`src/rtl/mem_access_unit.sv`:
```
// Memory-stage load/store unit: turns M-stage load/store requests into
// valid/ready bus transactions, stalls the pipeline while one is in flight,
// and produces the extended load result RDM in the DONE cycle.
module mem_access_unit (
  input  logic        CLK,
  input  logic        RST,
  input  logic        MemReadM,
  input  logic        MemWriteM,
  input  logic [2:0]  Funct3M,
  input  logic [31:0] ALUResultM,
  input  logic [31:0] WriteDataM,
  output logic [31:0] RDM,
  output logic        StallMem,
  output logic        FaultM,
  output logic        BusValid,
  output logic        BusWrite,
  output logic [31:0] BusAddr,
  output logic [31:0] BusWData,
  output logic [3:0]  BusByteEn,
  input  logic        BusReady,
  input  logic [31:0] BusRData
);

  typedef enum logic [1:0] {S_IDLE, S_REQ, S_DONE} state_t;

  state_t      r_state;
  state_t      w_next;
  logic        r_bus_valid;
  logic        r_bus_write;
  logic [31:0] r_bus_addr;
  logic [31:0] r_bus_wdata;
  logic [3:0]  r_bus_be;
  logic [2:0]  r_f3;
  logic [1:0]  r_off;
  logic [31:0] r_rdata;

  logic        w_req;
  logic        w_bad_f3;
  logic        w_misalign;
  logic        w_fault;
  logic        w_issue;

  // Lane enables for the access size, shifted to the byte offset.
  function automatic logic [3:0] f_byte_en(input logic [2:0] f3, input logic [1:0] off);
    case (f3[1:0])
      2'b00:   f_byte_en = 4'b0001 << off;
      2'b01:   f_byte_en = 4'b0011 << off;
      default: f_byte_en = 4'b1111;
    endcase
  endfunction

  // Replicate right-aligned store data onto every lane it could land in.
  function automatic logic [31:0] f_wdata(input logic [2:0] f3, input logic [31:0] d);
    case (f3[1:0])
      2'b00:   f_wdata = {4{d[7:0]}};
      2'b01:   f_wdata = {2{d[15:0]}};
      default: f_wdata = d;
    endcase
  endfunction

  // Select the addressed lane of the captured word and extend it.
  function automatic logic [31:0] f_load_ext(input logic [31:0] word, input logic [2:0] f3,
                                             input logic [1:0] off);
    logic [31:0] sh;
    sh = word >> {off, 3'b000};
    case (f3)
      3'b000:  f_load_ext = {{24{sh[7]}}, sh[7:0]};
      3'b100:  f_load_ext = {24'b0, sh[7:0]};
      3'b001:  f_load_ext = {{16{sh[15]}}, sh[15:0]};
      3'b101:  f_load_ext = {16'b0, sh[15:0]};
      default: f_load_ext = word;
    endcase
  endfunction

  assign w_req = MemReadM | MemWriteM;

  // Classify the requested access: legal size code and natural alignment.
  always_comb begin
    w_bad_f3 = 1'b1;
    if (MemWriteM) begin
      case (Funct3M)
        3'b000, 3'b001, 3'b010: w_bad_f3 = 1'b0;
        default:                w_bad_f3 = 1'b1;
      endcase
    end else begin
      case (Funct3M)
        3'b000, 3'b001, 3'b010, 3'b100, 3'b101: w_bad_f3 = 1'b0;
        default:                                w_bad_f3 = 1'b1;
      endcase
    end
    w_misalign = ((Funct3M[1:0] == 2'b01) && ALUResultM[0]) ||
                 ((Funct3M[1:0] == 2'b10) && (ALUResultM[1:0] != 2'b00));
  end

  assign w_fault = w_req && ((MemReadM && MemWriteM) || w_bad_f3 || w_misalign);
  assign w_issue = (r_state == S_IDLE) && w_req && !w_fault;

  // FSM state register.
  always_ff @(posedge CLK or negedge RST) begin
    if (!RST) r_state <= S_IDLE;
    else      r_state <= w_next;
  end

  // FSM next-state logic; REQ waits on BusReady with no timeout.
  always_comb begin
    w_next = r_state;
    case (r_state)
      S_IDLE:  if (w_issue)  w_next = S_REQ;
      S_REQ:   if (BusReady) w_next = S_DONE;
      S_DONE:  w_next = S_IDLE;
      default: w_next = S_IDLE;
    endcase
  end

  // FSM outputs; stall and fault are forced low while reset is asserted.
  always_comb begin
    StallMem = 1'b0;
    FaultM   = 1'b0;
    RDM      = 32'b0;
    if (RST) begin
      FaultM = (r_state == S_IDLE) && w_fault;
      case (r_state)
        S_IDLE:  StallMem = w_issue;
        S_REQ:   StallMem = 1'b1;
        S_DONE:  if (!r_bus_write) RDM = f_load_ext(r_rdata, r_f3, r_off);
        default: StallMem = 1'b0;
      endcase
    end
  end

  // Bus request registers: loaded on issue, held through REQ, valid dropped on handshake.
  always_ff @(posedge CLK or negedge RST) begin
    if (!RST) begin
      r_bus_valid <= 1'b0;
      r_bus_write <= 1'b0;
      r_bus_addr  <= 32'b0;
      r_bus_wdata <= 32'b0;
      r_bus_be    <= 4'b0;
      r_f3        <= 3'b0;
      r_off       <= 2'b0;
      r_rdata     <= 32'b0;
    end else begin
      if (w_issue) begin
        r_bus_valid <= 1'b1;
        r_bus_write <= MemWriteM;
        r_bus_addr  <= {ALUResultM[31:2], 2'b00};
        r_bus_be    <= f_byte_en(Funct3M, ALUResultM[1:0]);
        r_bus_wdata <= MemWriteM ? f_wdata(Funct3M, WriteDataM) : 32'b0;
        r_f3        <= Funct3M;
        r_off       <= ALUResultM[1:0];
      end else if ((r_state == S_REQ) && BusReady) begin
        r_bus_valid <= 1'b0;
        if (!r_bus_write) r_rdata <= BusRData;
      end
    end
  end

  assign BusValid  = r_bus_valid;
  assign BusWrite  = r_bus_write;
  assign BusAddr   = r_bus_addr;
  assign BusWData  = r_bus_wdata;
  assign BusByteEn = r_bus_be;

endmodule

```
`config.mk`:
```
export PLATFORM = sky130hd
export DESIGN_NAME = mem_access_unit
export DESIGN_NICKNAME = d
export VERILOG_FILES = /design/src/rtl/mem_access_unit.sv
export SDC_FILE = /design/constraint.sdc
export NUM_CORES = 1
export LEC_CHECK = 0
export BUFFER_PORTS_ARGS = -buffer_cell sky130_fd_sc_hd__buf_2
export CAP_MARGIN = 20
export CORE_ASPECT_RATIO = 1.2
export CORE_MARGIN = 3
export CORE_UTILIZATION = 35
export DETAILED_ROUTE_END_ITERATION = 8
export MAX_ROUTING_LAYER = met4
export PLACE_DENSITY = 0.62
export SKIP_CTS_REPAIR_TIMING = 1
export SLEW_MARGIN = 30
export SYNTH_ARGS = -nofsm -noshare
export SYNTH_HDL_FRONTEND = slang
export SYNTH_SLANG_ARGS = --single-unit
export TNS_END_PERCENT = 5
```
`constraint.sdc`:
```
create_clock -name CLK -period 1.7 [get_ports CLK]
set_input_delay 0 -clock CLK [delete_from_list [all_inputs] [get_ports CLK]]
set_output_delay 0 -clock CLK [all_outputs]
set_load 0.05 [all_outputs]
```
==> results of run 1 <==
path summary, 6_finish.rpt:
path	cells past startpoint	endpoint
max reg2reg	6	BusAddr[21]
max in group asynchronous	4	r_f3[1]
max	6	RDM[23]
min reg2reg	1	BusValid
min in group asynchronous	4	r_rdata[23]
min	5	BusWData[30]
kinds of logic after synthesis:
kind of cell | after synthesis | synth area share
AO/OA/AOI/OAI | 98 | 0.125
XOR/XNOR | 1 | 0.00161
buffers and inverters | 56 | 0.0458
flip-flops | 107 | 0.492
multiplexers | 133 | 0.266
other | 1 | 0.000689
AND/OR/NAND/NOR | 80 | 0.0690
worst max-delay path: stages, from the launching register on:
cell and delay, ns:
dfrtp_1 0.38, or4b_4 0.56, a2111oi_4 0.27, buf_4 0.20, clkbuf_16 0.16, a21o_2 0.11, buf_6 0.16
per-layer routing:
| layer | share of wire | global-route usage |
|---|---|---|
| met3 | 0.065 | 0.0561 |
| met1 | 0.41 | 0.224 |
| met4 | 0.012 | 0.0464 |
| met2 | 0.52 | 0.315 |
| met5 | 0 | - |
cell type report:
class	count	area (sq um)	share of cell area
clock buffers	9	225	0.0268
clock inverters	7	85.1	0.0101
inverters	20	75.1	0.00892
multi-input cells	314	2660	0.316
flip-flops and latches	107	2680	0.319
well taps	204	255	0.0303
repair buffers	324	2440	0.290
sequential cells by signal (all words and copies together) (netlist names):
name,flops
BusAddr,30
BusByteEn,4
BusValid,1
BusWData,32
BusWrite,1
r_f3,3
r_off,2
r_rdata,32
r_state,2
report_power, final:
group          leakage, nW  internal, mW  switching (mW)
sequential            1.30          3.49           0.754
combinational         2.71          2.07            3.46
clock                0.146          1.17            1.03
through the flow:
stage	cell area, sq um	utilization
after global routing	8420	0.558
after floorplan	5500	-
after CTS	7340	0.487
after detailed placement	7030	0.466
after global placement	7030	0.466
final	8420	0.558
cells in the final DEF, fill, tap and decap left out, drive strengths merged:
| master | n |
|---|---|
| buf | 250 |
| dfrtp | 107 |
| mux2 | 91 |
| dlygate4sd3 | 73 |
| mux2i | 42 |
| nand2 | 34 |
| a21o | 32 |
| o21ai | 27 |
| nor2 | 23 |
| inv | 22 |
| a21oi | 17 |
| nor2b | 11 |
| clkbuf | 10 |
| o221a | 8 |
| a21boi | 8 |
| nand3 | 2 |
| o21bai | 2 |
| conb | 2 |
| clkinv | 2 |
| clkinvlp | 2 |
| nand2b | 2 |
| nor4 | 2 |
| nor4b | 1 |
| and2 | 1 |
| xor2 | 1 |
| a22oi | 1 |
| or4b | 1 |
| a2111oi | 1 |
| nor3 | 1 |
| nand3b | 1 |
| nor3b | 1 |
| o211a | 1 |
| a31o | 1 |
| bufinv | 1 |
==> flow_metrics.env, run 1 <==
export IMPL_start_util=0.361
export IMPL_synth_edf_count=0
export IMPL_tightest_slew_ns=0.674
export IMPL_routed_wl_mm=17.2
export IMPL_synth_largest_area_cell="dfrtp_1"
export IMPL_setup_slack_ns=-0.479
export IMPL_seq_area_frac_synth=0.492
export IMPL_rsz0062_at_grt="true"
export IMPL_dp_cells=892
export IMPL_crit_path_end_kind="output port"
export IMPL_cts_sinks=107
export IMPL_hold_path_startpoint="WriteDataM[30]"
export IMPL_synth_top_area_frac=0.492
export IMPL_hold_class="in -> reg"
export IMPL_grt_max_degree=74
export IMPL_layout_drive_gt1_share=0.510
export IMPL_holdWs_ns=0.0522
export IMPL_violations="negative setup slack"
export IMPL_cts_tree="built"
export IMPL_cts_root_buf="clkbuf_16"
export IMPL_portBuffers=205
export IMPL_core_sq_um=15100
export IMPL_pre_cts_ws_ns=-0.135
export IMPL_synthFlopType="dfrtp_1"
export IMPL_relSlewSlack=0.551
export IMPL_num_antenna_cells=0
export IMPL_cts_buffer_depth=2
export IMPL_drc=0
export IMPL_die_h_um=143
export IMPL_fin_worst_skew_ns=0.00525
export IMPL_firstDrtPassIters=4
export IMPL_avgSynthCellArea_sq_um=11.4
export IMPL_die_area_sq_um=17100
export IMPL_netlist_instances=476
export IMPL_cts_made_buffers=9
export IMPL_ant_nets=0
export IMPL_cp_max_fo=8
export IMPL_r2r_start="r_state[1]"
export IMPL_clk_insertion_delay_late_ns=0.35
export IMPL_crit_type="reg -> out"
export IMPL_hold_viol=0
export IMPL_io_pins=208
export IMPL_ys_top_cells_by_area="dfrtp_1 49%, mux2_2 18%, mux2i_1 7.7%, a21o_1 4.4%, o21ai_0 2.5%"
export IMPL_p_leak_nw=4.15
export IMPL_synth_seq_cells=107
export IMPL_setup_violations=61
export IMPL_clk_pin_slew_ns=0.07
export IMPL_cp_arrival_ns=2.18
export IMPL_status="finished, violations left"
export IMPL_die_w_um=120
export IMPL_ys_warn_count=0
export IMPL_tns_ns=-11.50
export IMPL_antenna_found_initial=0
export IMPL_grt_pass1_wl_mm=24.9
export IMPL_num_rows=49
export IMPL_slew_violations=0
export IMPL_yosysUniqueCellTypes=36
export IMPL_syn_area_sq_um=5440
export IMPL_drtIter0Drc=201
export IMPL_finalNonFillerCells=985
export IMPL_h_tree_depth=3
export IMPL_n_fill_cell=1339
export IMPL_final_nets=880
export IMPL_via_per_inst=4.91
export IMPL_wl_per_cell_um=17.4
export IMPL_grt_pass1_vias=4829
export IMPL_fin_crit_ns=2.18
export IMPL_cap_violations=0
export IMPL_post_synth_top_count_cell="dfrtp_1"
export IMPL_grt_use_total=0.188
export IMPL_synth_async_reset_ratio=1.00
export IMPL_power_density_nw_per_um2=1420
export IMPL_irDropWorstVdd_v=0.000897
export IMPL_worstSetupStartpoint="r_state[0]"
export IMPL_yosys_top_cells_count="107 x dfrtp_1, 87 x mux2_2, 42 x mux2i_1"
export IMPL_cp_start_kind="flop"
export IMPL_routabilityCongestion=0.890
export IMPL_crit_required_ns=1.70
export IMPL_area_growth_pct=54.8
export IMPL_reg2reg_slack_ns=-0.07
export IMPL_finalCritPeriodShare=1.28
export IMPL_clock_fmax_mhz=459
export IMPL_grt_overflow=0
export IMPL_post_dp_hpwl_mm=11.9
export IMPL_vias=4834
export IMPL_total_power_mw=12.0
(Power assumes the default switching activity.)
==> run 2: changes to the inputs <==
Settings changed: CORE_UTILIZATION 35 to 45, PLACE_DENSITY 0.62 to 0.76.
==> flow_metrics.env, run 2 (synthesis gave the netlist of run 1 again) <==
export IMPL_status="finished, violations left"
export IMPL_violations="negative hold slack, negative setup slack"
export IMPL_area_growth_pct=50.7
export IMPL_die_w_um=106
export IMPL_cts_buffer_depth=2
export IMPL_cts_sinks=107
export IMPL_die_h_um=126
export IMPL_cts_made_buffers=9
export IMPL_routabilityCongestion=0.917
export IMPL_grt_overflow=0
export IMPL_crit_type="reg -> out"
export IMPL_layout_commonest_cell="buf_2"
export IMPL_r2r_start="r_state[1]"
export IMPL_layout_drive_gt1_share=0.502
export IMPL_mostFrequentLayoutCells="179 x buf_2, 103 x dfrtp_1, 87 x mux2_2, 72 x dlygate4sd3_1, 42 x mux2i_1"
export IMPL_final_nets=870
export IMPL_p_sw_frac=0.449
export IMPL_hold_viol=107
export IMPL_crit_path_end_kind="output port"
export IMPL_finalNonFillerCells=931
export IMPL_pwr_share_seq=0.360
export IMPL_rsz0062_at_grt="true"
export IMPL_num_rows=43
export IMPL_vias=4859
export IMPL_die_area_sq_um=13400
export IMPL_io_pins=208
export IMPL_r2r_end="BusAddr[21]"
export IMPL_crit_required_ns=1.70
export IMPL_post_dp_hpwl_mm=11.2
export IMPL_cp_arrival_ns=2.20
export IMPL_ant_nets=0
export IMPL_drtIter0Drc=216
export IMPL_fin_util=0.702
export IMPL_p_leak_nw=4.05
export IMPL_cap_violations=0
export IMPL_pre_cts_ws_ns=-0.0875
export IMPL_power_density_nw_per_um2=1440
export IMPL_core_sq_um=11700
export IMPL_grt_pass1_vias=4591
export IMPL_grt_use_total=0.225
export IMPL_grt_max_degree=110
export IMPL_antenna_found_initial=3
export IMPL_setup_violations=101
export IMPL_start_util=0.466
export IMPL_via_per_inst=5.22
export IMPL_clk_insertion_delay_late_ns=0.35
export IMPL_setup_slack_ns=-0.498
export IMPL_clock_fmax_mhz=455
export IMPL_fin_crit_ns=2.20
export IMPL_portBuffers=205
export IMPL_slew_violations=0
export IMPL_cts_root_buf="clkbuf_16"
export IMPL_clockPowerShare=0.180
export IMPL_finalCritPeriodShare=1.29
export IMPL_clk_pin_slew_ns=0.08
export IMPL_irDropWorstVdd_v=0.00108
export IMPL_drc=0
export IMPL_fin_worst_skew_ns=0.00803
export IMPL_dp_cells=837
export IMPL_ff2ff_path_depth=5
export IMPL_holdWs_ns=-0.285
export IMPL_power_switching_mw=5.31
export IMPL_final_design_area_no_fill_sq_um=8200
export IMPL_reg2reg_slack_ns=-0.12
export IMPL_grt_pass1_wl_mm=23.3
export IMPL_routed_wl_mm=17.0
export IMPL_placed_area_sq_um=6890
export IMPL_cp_start_kind="flop"
export IMPL_cts_tree="built"
export IMPL_hold_class="in -> async"
export IMPL_tightest_slew_ns=0.604
export IMPL_p_int_mw=6.50
export IMPL_cp_max_fo=8
export IMPL_power_frac_comb=0.459
export IMPL_wl_per_cell_um=18.3
export IMPL_firstDrtPassIters=4
export IMPL_relSlewSlack=0.597
export IMPL_h_tree_depth=3
[run 2: changes by cell type in the layout (fill, tap and decap cells not counted), moves of 3 or more]
cell     delta
mux2_2     +12
mux2_4     -12
buf_6       -5
buf_12      -3
diode_2     +3
nor2_1      +3
nor2_2      -3
[run 2: worst max path at each step]
stage	cells past startpoint	start	slack (ns)	to
6_report	7	r_state[1]	-0.50	RDM[21]
2_1_floorplan	5	BusWrite	-0.26	RDM[21]
5_1_grt	6	r_state[0]	-0.55	RDM[20]
3_3_place_gp	6	r_state[1]	-0.06	RDM[24]
3_5_place_dp	6	r_state[1]	-0.09	RDM[27]
4_1_cts	6	r_state[1]	-0.47	RDM[27]
[run 2: critical path, cell delays in order, from the launching register on]
cell and delay [ns]:
dfrtp_1 0.37, inv_2 0.05, or4b_4 0.52, a2111oi_4 0.28
buf_4 0.20, clkbuf_16 0.16, a21o_2 0.12, buf_6 0.16
[run 2: power by group through the flow]
stage | combinational (mW) | clock [mW] | sequential (mW)
after global routing | 5.75 | 2.26 | 4.36
after floorplan | 1.97 | 0 | 5.85
after CTS | 5.19 | 2.18 | 4.22
final | 5.42 | 2.13 | 4.26
after global placement | 5.07 | 0 | 4.21
after detailed placement | 5.17 | 0 | 4.26
[run 2: final cells by class]
cell class              count  area, sq um
repair buffers            314         2310
well taps                 157          196
multi-input cells         314         2620
inverters                  20         75.1
diodes                      3         7.51
flip-flops and latches    107         2680
fillers                   871         3480
clock inverters             7         78.8
clock buffers               9          225
[run 2: per-stage QoR]
step                      setup TNS, ns  power (mW)
after floorplan                   -4.09        7.81
after global placement           -0.914        9.29
after detailed placement          -1.30        9.42
after CTS                        -12.42        11.6
after global routing             -21.07        12.4
final                            -16.19        11.8
[run 2: layer usage]
layer  global-route usage  vias up  share of wire
met4               0.0709        0          0.022
met5                    -        -              0
met1                0.264     2390           0.38
met3               0.0473       25          0.070
met2                0.388      206           0.53
li1                     -     2238              -
==> run 3: changes to the inputs <==
Settings changed: MAX_ROUTING_LAYER met4 to not set.
==> flow_metrics.env, run 3 (synthesis gave the netlist of run 1 again) <==
export IMPL_r2r_end="BusAddr[26]"
export IMPL_grt_pass1_wl_mm=24.2
export IMPL_cp_max_fo=16
export IMPL_crit_end="RDM[30]"
export IMPL_cts_buffer_depth=2
export IMPL_clk_insertion_delay_late_ns=0.35
export IMPL_status="finished, violations left"
export IMPL_cts_sinks=107
export IMPL_cts_tree="built"
export IMPL_h_tree_depth=3
export IMPL_num_rows=43
export IMPL_firstDrtPassIters=4
export IMPL_finalNonFillerCells=926
export IMPL_area_growth_pct=47.1
export IMPL_dp_cells=838
export IMPL_gr_usage_met3=0.0687
export IMPL_pre_cts_ws_ns=-0.0924
export IMPL_n_fill_cell=876
export IMPL_io_pins=208
export IMPL_cp_arrival_ns=2.11
export IMPL_wl_per_cell_um=17.6
export IMPL_setup_slack_ns=-0.406
export IMPL_cap_violations=0
export IMPL_drtIter0Drc=187
export IMPL_final_design_area_no_fill_sq_um=8000
export IMPL_core_sq_um=11700
export IMPL_grt_max_degree=110
export IMPL_drc=0
export IMPL_cts_root_buf="clkbuf_16"
export IMPL_fin_worst_skew_ns=0.00895
export IMPL_reg2reg_slack_ns=-0.03
export IMPL_holdWs_ns=-0.277
export IMPL_power_density_nw_per_um2=1450
export IMPL_gr_max_usage_layer="met2"
export IMPL_layout_commonest_cell="buf_2"
export IMPL_tightest_slew_ns=0.590
export IMPL_mostFrequentLayoutCells="179 x buf_2, 103 x dfrtp_1, 87 x mux2_2, 72 x dlygate4sd3_1, 43 x buf_4"
export IMPL_crit_type="reg -> out"
export IMPL_violations="negative hold slack, negative setup slack"
export IMPL_grt_overflow=0
export IMPL_die_w_um=106
export IMPL_worstSetupStartpoint="r_off[1]"
export IMPL_tns_ns=-9.59
export IMPL_layout_drive_gt1_share=0.501
export IMPL_clock_fmax_mhz=475
export IMPL_met2_usage=0.388
export IMPL_grt_pass1_vias=4620
export IMPL_slew_violations=0
export IMPL_irDropWorstVdd_v=0.00131
export IMPL_fin_crit_ns=2.11
export IMPL_num_antenna_cells=0
export IMPL_routabilityCongestion=0.893
export IMPL_relSlewSlack=0.607
export IMPL_crit_path_end_kind="output port"
export IMPL_placed_area_sq_um=6890
export IMPL_antenna_found_initial=1
export IMPL_die_area_sq_um=13400
export IMPL_hold_viol=107
export IMPL_final_nets=868
export IMPL_setup_violations=65
export IMPL_vias=4775
export IMPL_ff2ff_path_depth=4
export IMPL_finalCritPeriodShare=1.24
export IMPL_r2r_start="r_state[0]"
export IMPL_grt_use_met1=0.267
export IMPL_ant_nets=0
export IMPL_grt_use_total=0.228
export IMPL_clk_pin_slew_ns=0.07
export IMPL_p_leak_nw=4.00
export IMPL_hold_class="in -> async"
export IMPL_portBuffers=205
export IMPL_cts_made_buffers=9
export IMPL_die_h_um=126
export IMPL_routed_wl_mm=16.3
export IMPL_post_dp_hpwl_mm=11.3
export IMPL_cp_start_kind="flop"
export IMPL_crit_required_ns=1.70
export IMPL_start_util=0.466
export IMPL_via_per_inst=5.16
export IMPL_rsz0062_at_grt="true"
## run 3: cell types whose count changed in the layout (fill, tap and decap cells not counted), sizes merged
| cell | previous run | this run |
|---|---|---|
| clkinvlp | 2 | 1 |
| buf | 241 | 233 |
| clkbuf | 10 | 16 |
| diode | 3 | 0 |
| clkinv | 1 | 2 |
## run 3: area by class of cell
cell class / count / area (sq um) / area share
Clock inverter: 7 / 57.6 / 0.00720
Multi-Input combinational cell: 314 / 2590 / 0.324
Clock buffer: 9 / 225 / 0.0282
Inverter: 20 / 75.1 / 0.00939
Sequential cell: 107 / 2680 / 0.335
Timing Repair Buffer: 312 / 2170 / 0.271
Tap cell: 157 / 196 / 0.0246
## run 3: critical path: stages (launching register included)
cell and delay [ns]:
dfrtp_2 0.41, mux2_2 0.36, a22oi_1 0.29, a2111oi_4 0.13
buf_12 0.17, a21o_2 0.19, clkbuf_4 0.21
## run 3: through the flow
step | power (mW) | hold WS [ns] | util
after detailed placement | 9.45 | 0.145 | 0.590
after floorplan | 7.81 | -0.296 | -
after global routing | 12.2 | -0.220 | 0.685
after CTS | 11.5 | -0.243 | 0.615
final | 11.6 | -0.277 | 0.685
after global placement | 9.29 | 0.131 | 0.590
## run 3: power by group
group          total (mW)  switching [mW]  internal (mW)
Combinational        5.36            3.41           1.95
Sequential           4.24           0.754           3.49
Clock                2.03            1.01           1.02
## run 3: how the worst min path moves through the flow
stage,from,to,cells after the start
floorplan,RST,BusAddr[10],0
global placement,RST,r_rdata[23],2
detailed placement,RST,r_rdata[23],2
CTS,RST,BusWData[29],2
global route,RST,BusWData[26],2
finish,RST,r_rdata[20],2
## run 3: layer usage
metal,part of all wire,up-vias
li1,-,2237
met1,0.37,2310
met2,0.52,191
met3,0.080,35
met4,0.030,2
met5,0.0012,-
